File: src/rtl/pile_bank_pkg.sv
// pile_bank shared types and helpers.
// Optional input synchroniser: PILE_BANK_SYNC_IN_EN.
package pile_pkg;

  typedef enum logic [1:0] {
    IDLE = 2'd0,
    TAKE = 2'd1,
    PUT  = 2'd2
  } state_t;

  function automatic int height_width(input int max_h);
    return $clog2(max_h + 1);
  endfunction

  function automatic int sel_width(input int n);
    return (n < 2) ? 1 : $clog2(n);
  endfunction

  // Field i of a packed height vector, zero-extended to 4 bits.
  function automatic logic [3:0] get_field(
    input logic [31:0] v,
    input int          i,
    input int          hw
  );
    logic [31:0] t;
    logic [31:0] m;
    t = v >> (i * hw);
    m = (32'd1 << hw) - 32'd1;
    return t[3:0] & m[3:0];
  endfunction

endpackage

File: src/rtl/pile_bank_if.sv
// Button/command and status bundle of the pile bank.
// Widths follow NUM_PILES and MAX_HEIGHT.
interface pile_bank_if
  import pile_pkg::*;
#(
  parameter int NUM_PILES  = 3,
  parameter int MAX_HEIGHT = 6
);
  localparam int HW = height_width(MAX_HEIGHT);
  localparam int SW = sel_width(NUM_PILES);

  logic                    plus;
  logic                    moins;
  logic                    move;
  logic [SW-1:0]           sel;
  logic [SW-1:0]           dst;
  logic [NUM_PILES*HW-1:0] hauteur;
  logic [NUM_PILES-1:0]    full;
  logic [NUM_PILES-1:0]    empty;
  logic                    busy;
  logic                    err;

  modport master (
    output plus, moins, move, sel, dst,
    input  hauteur, full, empty, busy, err
  );

  modport slave (
    input  plus, moins, move, sel, dst,
    output hauteur, full, empty, busy, err
  );

endinterface

File: src/rtl/pile_bank_edge.sv
// pile_edge: level input to one-cycle rising-edge pulse.
// PILE_BANK_SYNC_IN_EN adds a 2-flop synchroniser in front.
module pile_edge (
  input  logic i_clk,
  input  logic i_rst,
  input  logic i_d,
  output logic o_evt
);

  logic w_s;
  logic r_q;

`ifdef PILE_BANK_SYNC_IN_EN
  logic r_s1;
  logic r_s2;

  // two-flop synchroniser for an asynchronous button level
  always_ff @(posedge i_clk or posedge i_rst) begin
    if (i_rst) begin
      r_s1 <= 1'b0;
      r_s2 <= 1'b0;
    end else begin
      r_s1 <= i_d;
      r_s2 <= r_s1;
    end
  end

  assign w_s = r_s2;
`else
  assign w_s = i_d;
`endif

  // level history; cleared so a level held through reset fires
  always_ff @(posedge i_clk or posedge i_rst) begin
    if (i_rst) r_q <= 1'b0;
    else       r_q <= w_s;
  end

  assign o_evt = w_s & ~r_q;

endmodule

File: src/rtl/pile_bank.sv
// pile_bank: saturating brick-height counters with a move FSM.
// Optional input synchroniser: PILE_BANK_SYNC_IN_EN.
module pile_bank
  import pile_pkg::*;
#(
  parameter int NUM_PILES  = 3,
  parameter int MAX_HEIGHT = 6
) (
  input  logic        clk,
  input  logic        reset,
  pile_bank_if.slave  bus
);

  localparam int HW = height_width(MAX_HEIGHT);
  localparam int SW = sel_width(NUM_PILES);
  localparam logic [HW-1:0] MAXH = HW'(MAX_HEIGHT);
  localparam logic [HW-1:0] ONE  = HW'(1);

  logic w_evt_plus;
  logic w_evt_moins;
  logic w_evt_move;

  pile_edge u_plus (
    .i_clk (clk),
    .i_rst (reset),
    .i_d   (bus.plus),
    .o_evt (w_evt_plus)
  );

  pile_edge u_moins (
    .i_clk (clk),
    .i_rst (reset),
    .i_d   (bus.moins),
    .o_evt (w_evt_moins)
  );

  pile_edge u_move (
    .i_clk (clk),
    .i_rst (reset),
    .i_d   (bus.move),
    .o_evt (w_evt_move)
  );

  logic [SW-1:0] w_sel;
  logic [SW-1:0] w_dst;

`ifdef PILE_BANK_SYNC_IN_EN
  logic [SW-1:0] r_sel1;
  logic [SW-1:0] r_sel2;
  logic [SW-1:0] r_dst1;
  logic [SW-1:0] r_dst2;

  // delay indices to line up with the synchronised events
  always_ff @(posedge clk or posedge reset) begin
    if (reset) begin
      r_sel1 <= '0;
      r_sel2 <= '0;
      r_dst1 <= '0;
      r_dst2 <= '0;
    end else begin
      r_sel1 <= bus.sel;
      r_sel2 <= r_sel1;
      r_dst1 <= bus.dst;
      r_dst2 <= r_dst1;
    end
  end

  assign w_sel = r_sel2;
  assign w_dst = r_dst2;
`else
  assign w_sel = bus.sel;
  assign w_dst = bus.dst;
`endif

  state_t               r_state;
  logic [HW-1:0]        r_h [NUM_PILES];
  logic [NUM_PILES-1:0] r_full;
  logic [NUM_PILES-1:0] r_empty;
  logic [SW-1:0]        r_src;
  logic [SW-1:0]        r_dst;
  logic                 r_busy;
  logic                 r_err;

  logic          w_sel_ok;
  logic          w_dst_ok;
  logic [SW-1:0] w_si;
  logic [SW-1:0] w_di;
  logic          w_move_ok;

  assign w_sel_ok = int'(w_sel) < NUM_PILES;
  assign w_dst_ok = int'(w_dst) < NUM_PILES;
  assign w_si     = w_sel_ok ? w_sel : '0;
  assign w_di     = w_dst_ok ? w_dst : '0;

  assign w_move_ok = w_sel_ok && w_dst_ok
                  && (w_sel != w_dst)
                  && !r_empty[w_si]
                  && !r_full[w_di];

  // request arbitration, move sequencing and counter updates
  always_ff @(posedge clk or posedge reset) begin
    if (reset) begin
      r_state <= IDLE;
      r_busy  <= 1'b0;
      r_err   <= 1'b0;
      r_src   <= '0;
      r_dst   <= '0;
      r_full  <= '0;
      r_empty <= '1;
      for (int i = 0; i < NUM_PILES; i++) r_h[i] <= '0;
    end else begin
      r_err <= 1'b0;
      unique case (r_state)
        IDLE: begin
          if (w_evt_move) begin
            r_src <= w_si;
            r_dst <= w_di;
            if (w_move_ok) begin
              r_state <= TAKE;
              r_busy  <= 1'b1;
            end else begin
              r_err <= 1'b1;
            end
          end else if (w_evt_plus && w_evt_moins) begin
            r_err <= 1'b0;
          end else if (w_evt_plus) begin
            if (w_sel_ok && !r_full[w_si]) begin
              r_h[w_si]     <= r_h[w_si] + ONE;
              r_empty[w_si] <= 1'b0;
              r_full[w_si]  <= (r_h[w_si] + ONE) == MAXH;
            end else begin
              r_err <= 1'b1;
            end
          end else if (w_evt_moins) begin
            if (w_sel_ok && !r_empty[w_si]) begin
              r_h[w_si]     <= r_h[w_si] - ONE;
              r_full[w_si]  <= 1'b0;
              r_empty[w_si] <= (r_h[w_si] - ONE) == '0;
            end else begin
              r_err <= 1'b1;
            end
          end
        end
        TAKE: begin
          r_h[r_src]     <= r_h[r_src] - ONE;
          r_full[r_src]  <= 1'b0;
          r_empty[r_src] <= (r_h[r_src] - ONE) == '0;
          r_state        <= PUT;
        end
        PUT: begin
          r_h[r_dst]     <= r_h[r_dst] + ONE;
          r_empty[r_dst] <= 1'b0;
          r_full[r_dst]  <= (r_h[r_dst] + ONE) == MAXH;
          r_state        <= IDLE;
          r_busy         <= 1'b0;
        end
        default: begin
          r_state <= IDLE;
          r_busy  <= 1'b0;
        end
      endcase
    end
  end

  for (genvar g = 0; g < NUM_PILES; g++) begin : g_out
    assign bus.hauteur[g*HW +: HW] = r_h[g];
  end

  assign bus.full  = r_full;
  assign bus.empty = r_empty;
  assign bus.busy  = r_busy;
  assign bus.err   = r_err;

endmodule

File: src/flat_wrapper.sv
// flat-port wrapper written by rule: the top's interface ports become plain ports
module pile_bank_flat import pile_pkg::*;
#(
  parameter int NUM_PILES  = 3,
  parameter int MAX_HEIGHT = 6
)
  (clk, reset, bus_plus, bus_moins, bus_move, bus_sel, bus_dst, bus_hauteur, bus_full, bus_empty, bus_busy, bus_err);
  pile_bank_if #(.NUM_PILES(NUM_PILES), .MAX_HEIGHT(MAX_HEIGHT)) bus_i ();
  input  logic clk;
  input  logic reset;
  input wire logic [$bits(bus_i.plus)-1:0] bus_plus;
  input wire logic [$bits(bus_i.moins)-1:0] bus_moins;
  input wire logic [$bits(bus_i.move)-1:0] bus_move;
  input wire logic [$bits(bus_i.sel)-1:0] bus_sel;
  input wire logic [$bits(bus_i.dst)-1:0] bus_dst;
  output wire logic [$bits(bus_i.hauteur)-1:0] bus_hauteur;
  output wire logic [$bits(bus_i.full)-1:0] bus_full;
  output wire logic [$bits(bus_i.empty)-1:0] bus_empty;
  output wire logic [$bits(bus_i.busy)-1:0] bus_busy;
  output wire logic [$bits(bus_i.err)-1:0] bus_err;
  assign bus_i.plus = bus_plus;
  assign bus_i.moins = bus_moins;
  assign bus_i.move = bus_move;
  assign bus_i.sel = bus_sel;
  assign bus_i.dst = bus_dst;
  assign bus_hauteur = bus_i.hauteur;
  assign bus_full = bus_i.full;
  assign bus_empty = bus_i.empty;
  assign bus_busy = bus_i.busy;
  assign bus_err = bus_i.err;
  pile_bank #(.NUM_PILES(NUM_PILES), .MAX_HEIGHT(MAX_HEIGHT)) u_core (.clk(clk), .reset(reset), .bus(bus_i));
endmodule
File: config.mk
export PLATFORM = sky130hd
export DESIGN_NAME = pile_bank_flat
export DESIGN_NICKNAME = d
export VERILOG_FILES = /design/src/rtl/pile_bank_pkg.sv /design/src/rtl/pile_bank_if.sv /design/src/rtl/pile_bank_edge.sv /design/src/rtl/pile_bank.sv /design/src/flat_wrapper.sv
export SDC_FILE = /design/constraint.sdc
export NUM_CORES = 1
export LEC_CHECK = 0
export ABC_CLOCK_PERIOD_IN_PS = 2700
export CORE_MARGIN = 2
export CORE_UTILIZATION = 57
export DETAILED_ROUTE_END_ITERATION = 8
export PLACE_DENSITY = 0.8
export REMOVE_ABC_BUFFERS = 1
export SLEW_MARGIN = 0
export SYNTH_ARGS = -nofsm -noshare
export SYNTH_HDL_FRONTEND = slang
export SYNTH_HIERARCHICAL = 1
export SYNTH_SLANG_ARGS = --single-unit
File: constraint.sdc
create_clock -name clk -period 2.7 [get_ports clk]
set_input_delay 0.27 -clock clk [delete_from_list [all_inputs] [get_ports clk]]
set_output_delay 0.27 -clock clk [all_outputs]
set_load 0.02 [all_outputs]
==> impl_metrics.json <==
{
  "outcome": "completed",
  "synth_edf_count": 0,
  "power.total_mw": 3.57,
  "cp-end-kind": "flip-flop",
  "place_area_um2": 2890,
  "grt.met2_usage_pct": 52.8,
  "slew_viol_final": 0,
  "r2r-start": "u_core/r_state[0]",
  "fin_crit_ns": 2.52,
  "ant_nets": 0,
  "dieArea_um2": 4720,
  "final_cells": 399,
  "place_hpwl_mm": 5.75,
  "dpl.cell_count": 395,
  "avgSynthCellArea_um2": 7.99,
  "use_met1_pct": 48.4,
  "chipWidth_um": 68.7,
  "hold_violations": 0,
  "drc": 0,
  "path_buf_inv": 3,
  "synth_cell_types": 56,
  "viasPerCell": 6.43,
  "cp_max_fo": 5,
  "drt-total-wl_mm": 7.48,
  "power.density_nw_per_um2": 1200,
  "critPathTopFamily": "compound AO/OA/AOI/OAI gates",
  "core_um2": 4030,
  "cts_tree": "done",
  "path_clk_slew_ns": 0.10,
  "worst_pin_slew_ns": 0.780,
  "grt_overflow_total": 0,
  "synth_cells": 299,
  "max_freq_ghz": 0.397,
  "fin_skew_ns": 0.00594,
  "layout-drive-gt1-share_pct": 16.9,
  "area_growth_pct": 24.9,
  "antenna_found_initial": 0,
  "cpPeakStageDelay_ns": 0.49,
  "cp.required_ns": 2.84,
  "track_usage_pct": 34.5,
  "arrival_ns": 2.66,
  "vias": 2565,
  "fill_cells": 345,
  "cp_cell_sequence": "clkdlybuf4s50_1 > inv_1 > ha_1 > mux2_4 > a2111oi_2 > a32o_2 > a21oi_2 > buf_4 > o21ai_0 > o311ai_0",
  "ys_dominant_reg_cell": "dfrtp_1",
  "drt_iter0_drc": 310,
  "cts-root-buf": "clkbuf_8",
  "synth_seq_cells": 26,
  "crit_type": "in2reg",
  "grt_busiest_layer": "met2",
  "rrSetupSlack_ns": 0.21,
  "p_leak_nw": 1.30,
  "gp_congestion": 1.03,
  "diodes": 0,
  "grt.met3_usage_pct": 6.01,
  "io_buffer_count": 25,
  "nets": 373,
  "grt_pass1_vias": 2335,
  "wl_per_cell_um": 18.8,
  "setup_viol": 0,
  "max_slew_margin_pct": 47.6,
  "reg2reg_depth": 8,
  "cts_buffers": 3,
  "cts.sinks": 26,
  "grt_pass1_wl_mm": 12.0,
  "worst-path-stages": 10,
  "io_pins": 26,
  "cp-startpoint": "bus_sel[1]",
  "fin_crit_sh_pct": 93.4,
  "start_util_pct": 59.3,
  "ys_seq_area_share_pct": 27.4,
  "ys_warn_count": 6,
  "grt_max_degree": 19,
  "async_flop_share_pct": 100,
  "row_count": 23,
  "fin_util_pct": 74.0,
  "timing.max_cap.violations": 0,
  "clock_latency_ns": 0.28,
  "design_area_um2": 2980,
  "crit_slowest_cell": "clkdlybuf4s50_1",
  "hp-class": "in2async",
  "peakVddDrop_mv": 0.688,
  "syn_area_um2": 2390,
  "layout_common_cells": "36 x buf_4, 36 x nand2_1, 25 x clkdlybuf4s50_1, 25 x inv_1, 25 x o21ai_0",
  "cts_buffer_depth": 2,
  "die_h_um": 68.7,
  "drt_pre_antenna_iters": 5,
  "htree_levels": 1,
  "worst_hold_slack_ns": 0.207,
  "cp-start-kind": "primary input"
}
## area by class of cell
class / count / area (um^2) / area share, %
repair buffers: 61 / 520 / 17.4
flip-flops and latches: 26 / 654 / 21.9
well taps: 50 / 62.6 / 2.10
multi-input cells: 233 / 1580 / 53.0
clock buffers: 3 / 41.3 / 1.38
clock inverters: 1 / 30.0 / 1.01
inverters: 25 / 93.8 / 3.15
## synth_stat cells, types with 2 or more instances
master    instances  area [um^2]
nor2b_4           3         41.3
a31oi_1           3         18.8
ha_1             14          175
inv_1            25         93.8
clkbuf_1          9         33.8
mux2i_1          12          120
a32o_2            2         22.5
nor3_1            4         20.0
dfrtp_1          23          576
dfstp_2           3         78.8
nand2_1          36          135
o211ai_1          5         37.5
mux2_2            3         33.8
xor2_1            3         26.3
nor2_1           21         78.8
nand2b_1          5         31.3
xnor2_1           6         52.6
a221oi_1          2         17.5
o31ai_1           4         30.0
o21ai_0          25          125
o311ai_0          2         17.5
o22a_1            5         43.8
a22oi_1           2         15.0
a22o_1            2         17.5
o22ai_1           8         50.1
a21oi_1          16         80.1
buf_2             2         10.0
buf_6             2         22.5
nand3_1           8         40.0
a211oi_1          2         15.0
o221ai_1          2         17.5
nor2b_1           9         56.3
a21boi_0          2         15.0
nand4_1           5         31.3
and3b_1           3         26.3
## power by group
| group | switching, mW | leakage, nW | total [mW] | internal (mW) |
|---|---|---|---|---|
| Combinational | 1.41 | 0.942 | 2.48 | 1.07 |
| Sequential | 0.212 | 0.327 | 0.751 | 0.539 |
| Clock | 0.137 | 0.0357 | 0.336 | 0.199 |
## stage by stage
step	worst slack, ns	setup TNS (ns)
final	0.179	0
after floorplan	0.313	0
after global placement	-0.0698	-0.131
after detailed placement	-0.116	-0.536
after global routing	-0.000122	-0.000122
after CTS	0.179	0
## logic make-up (layout without fill, tap and decap cells)
group                    after synthesis  in the layout  share of synthesized area, %
XOR/XNOR                               9              9                          3.30
AO/OA/AOI/OAI                         94             94                          26.7
buffers and inverters                 40             90                          7.18
multiplexers                          16             16                          7.07
adder cells (fa/ha/maj)               14             14                          7.33
AND/OR/NAND/NOR                      100            100                          21.1
flip-flops                            26             26                          27.4
## how the worst min path moves through the flow
| stage | startpoint | to | slack [ns] | cells after the start |
|---|---|---|---|---|
| final | reset | u_core/u_plus/r_q | 0.21 | 2 |
| after global routing | reset | u_core/u_plus/r_q | 0.21 | 2 |
| after CTS | reset | u_core/u_plus/r_q | 0.20 | 2 |
| after detailed placement | reset | u_core/u_plus/r_q | 0.51 | 2 |
| after global placement | u_core/bus.busy | u_core/bus.busy | 0.48 | 1 |
| after floorplan | reset | u_core/u_moins/r_q | -0.001 | 1 |
## routing by layer
metal | vias to the layer above | share of wire (%)
li1 | 1182 | -
met1 | 1215 | 42
met2 | 148 | 46
met3 | 20 | 9.3
met4 | 0 | 2.4
met5 | - | 0
## what timing repair did
action	4_1_cts	5_1_grt
buffers inserted	0	0
endpoints found under the setup margin	0	7
hold buffers	0	0
resized for setup	0	4
(Power assumes the default switching activity.)
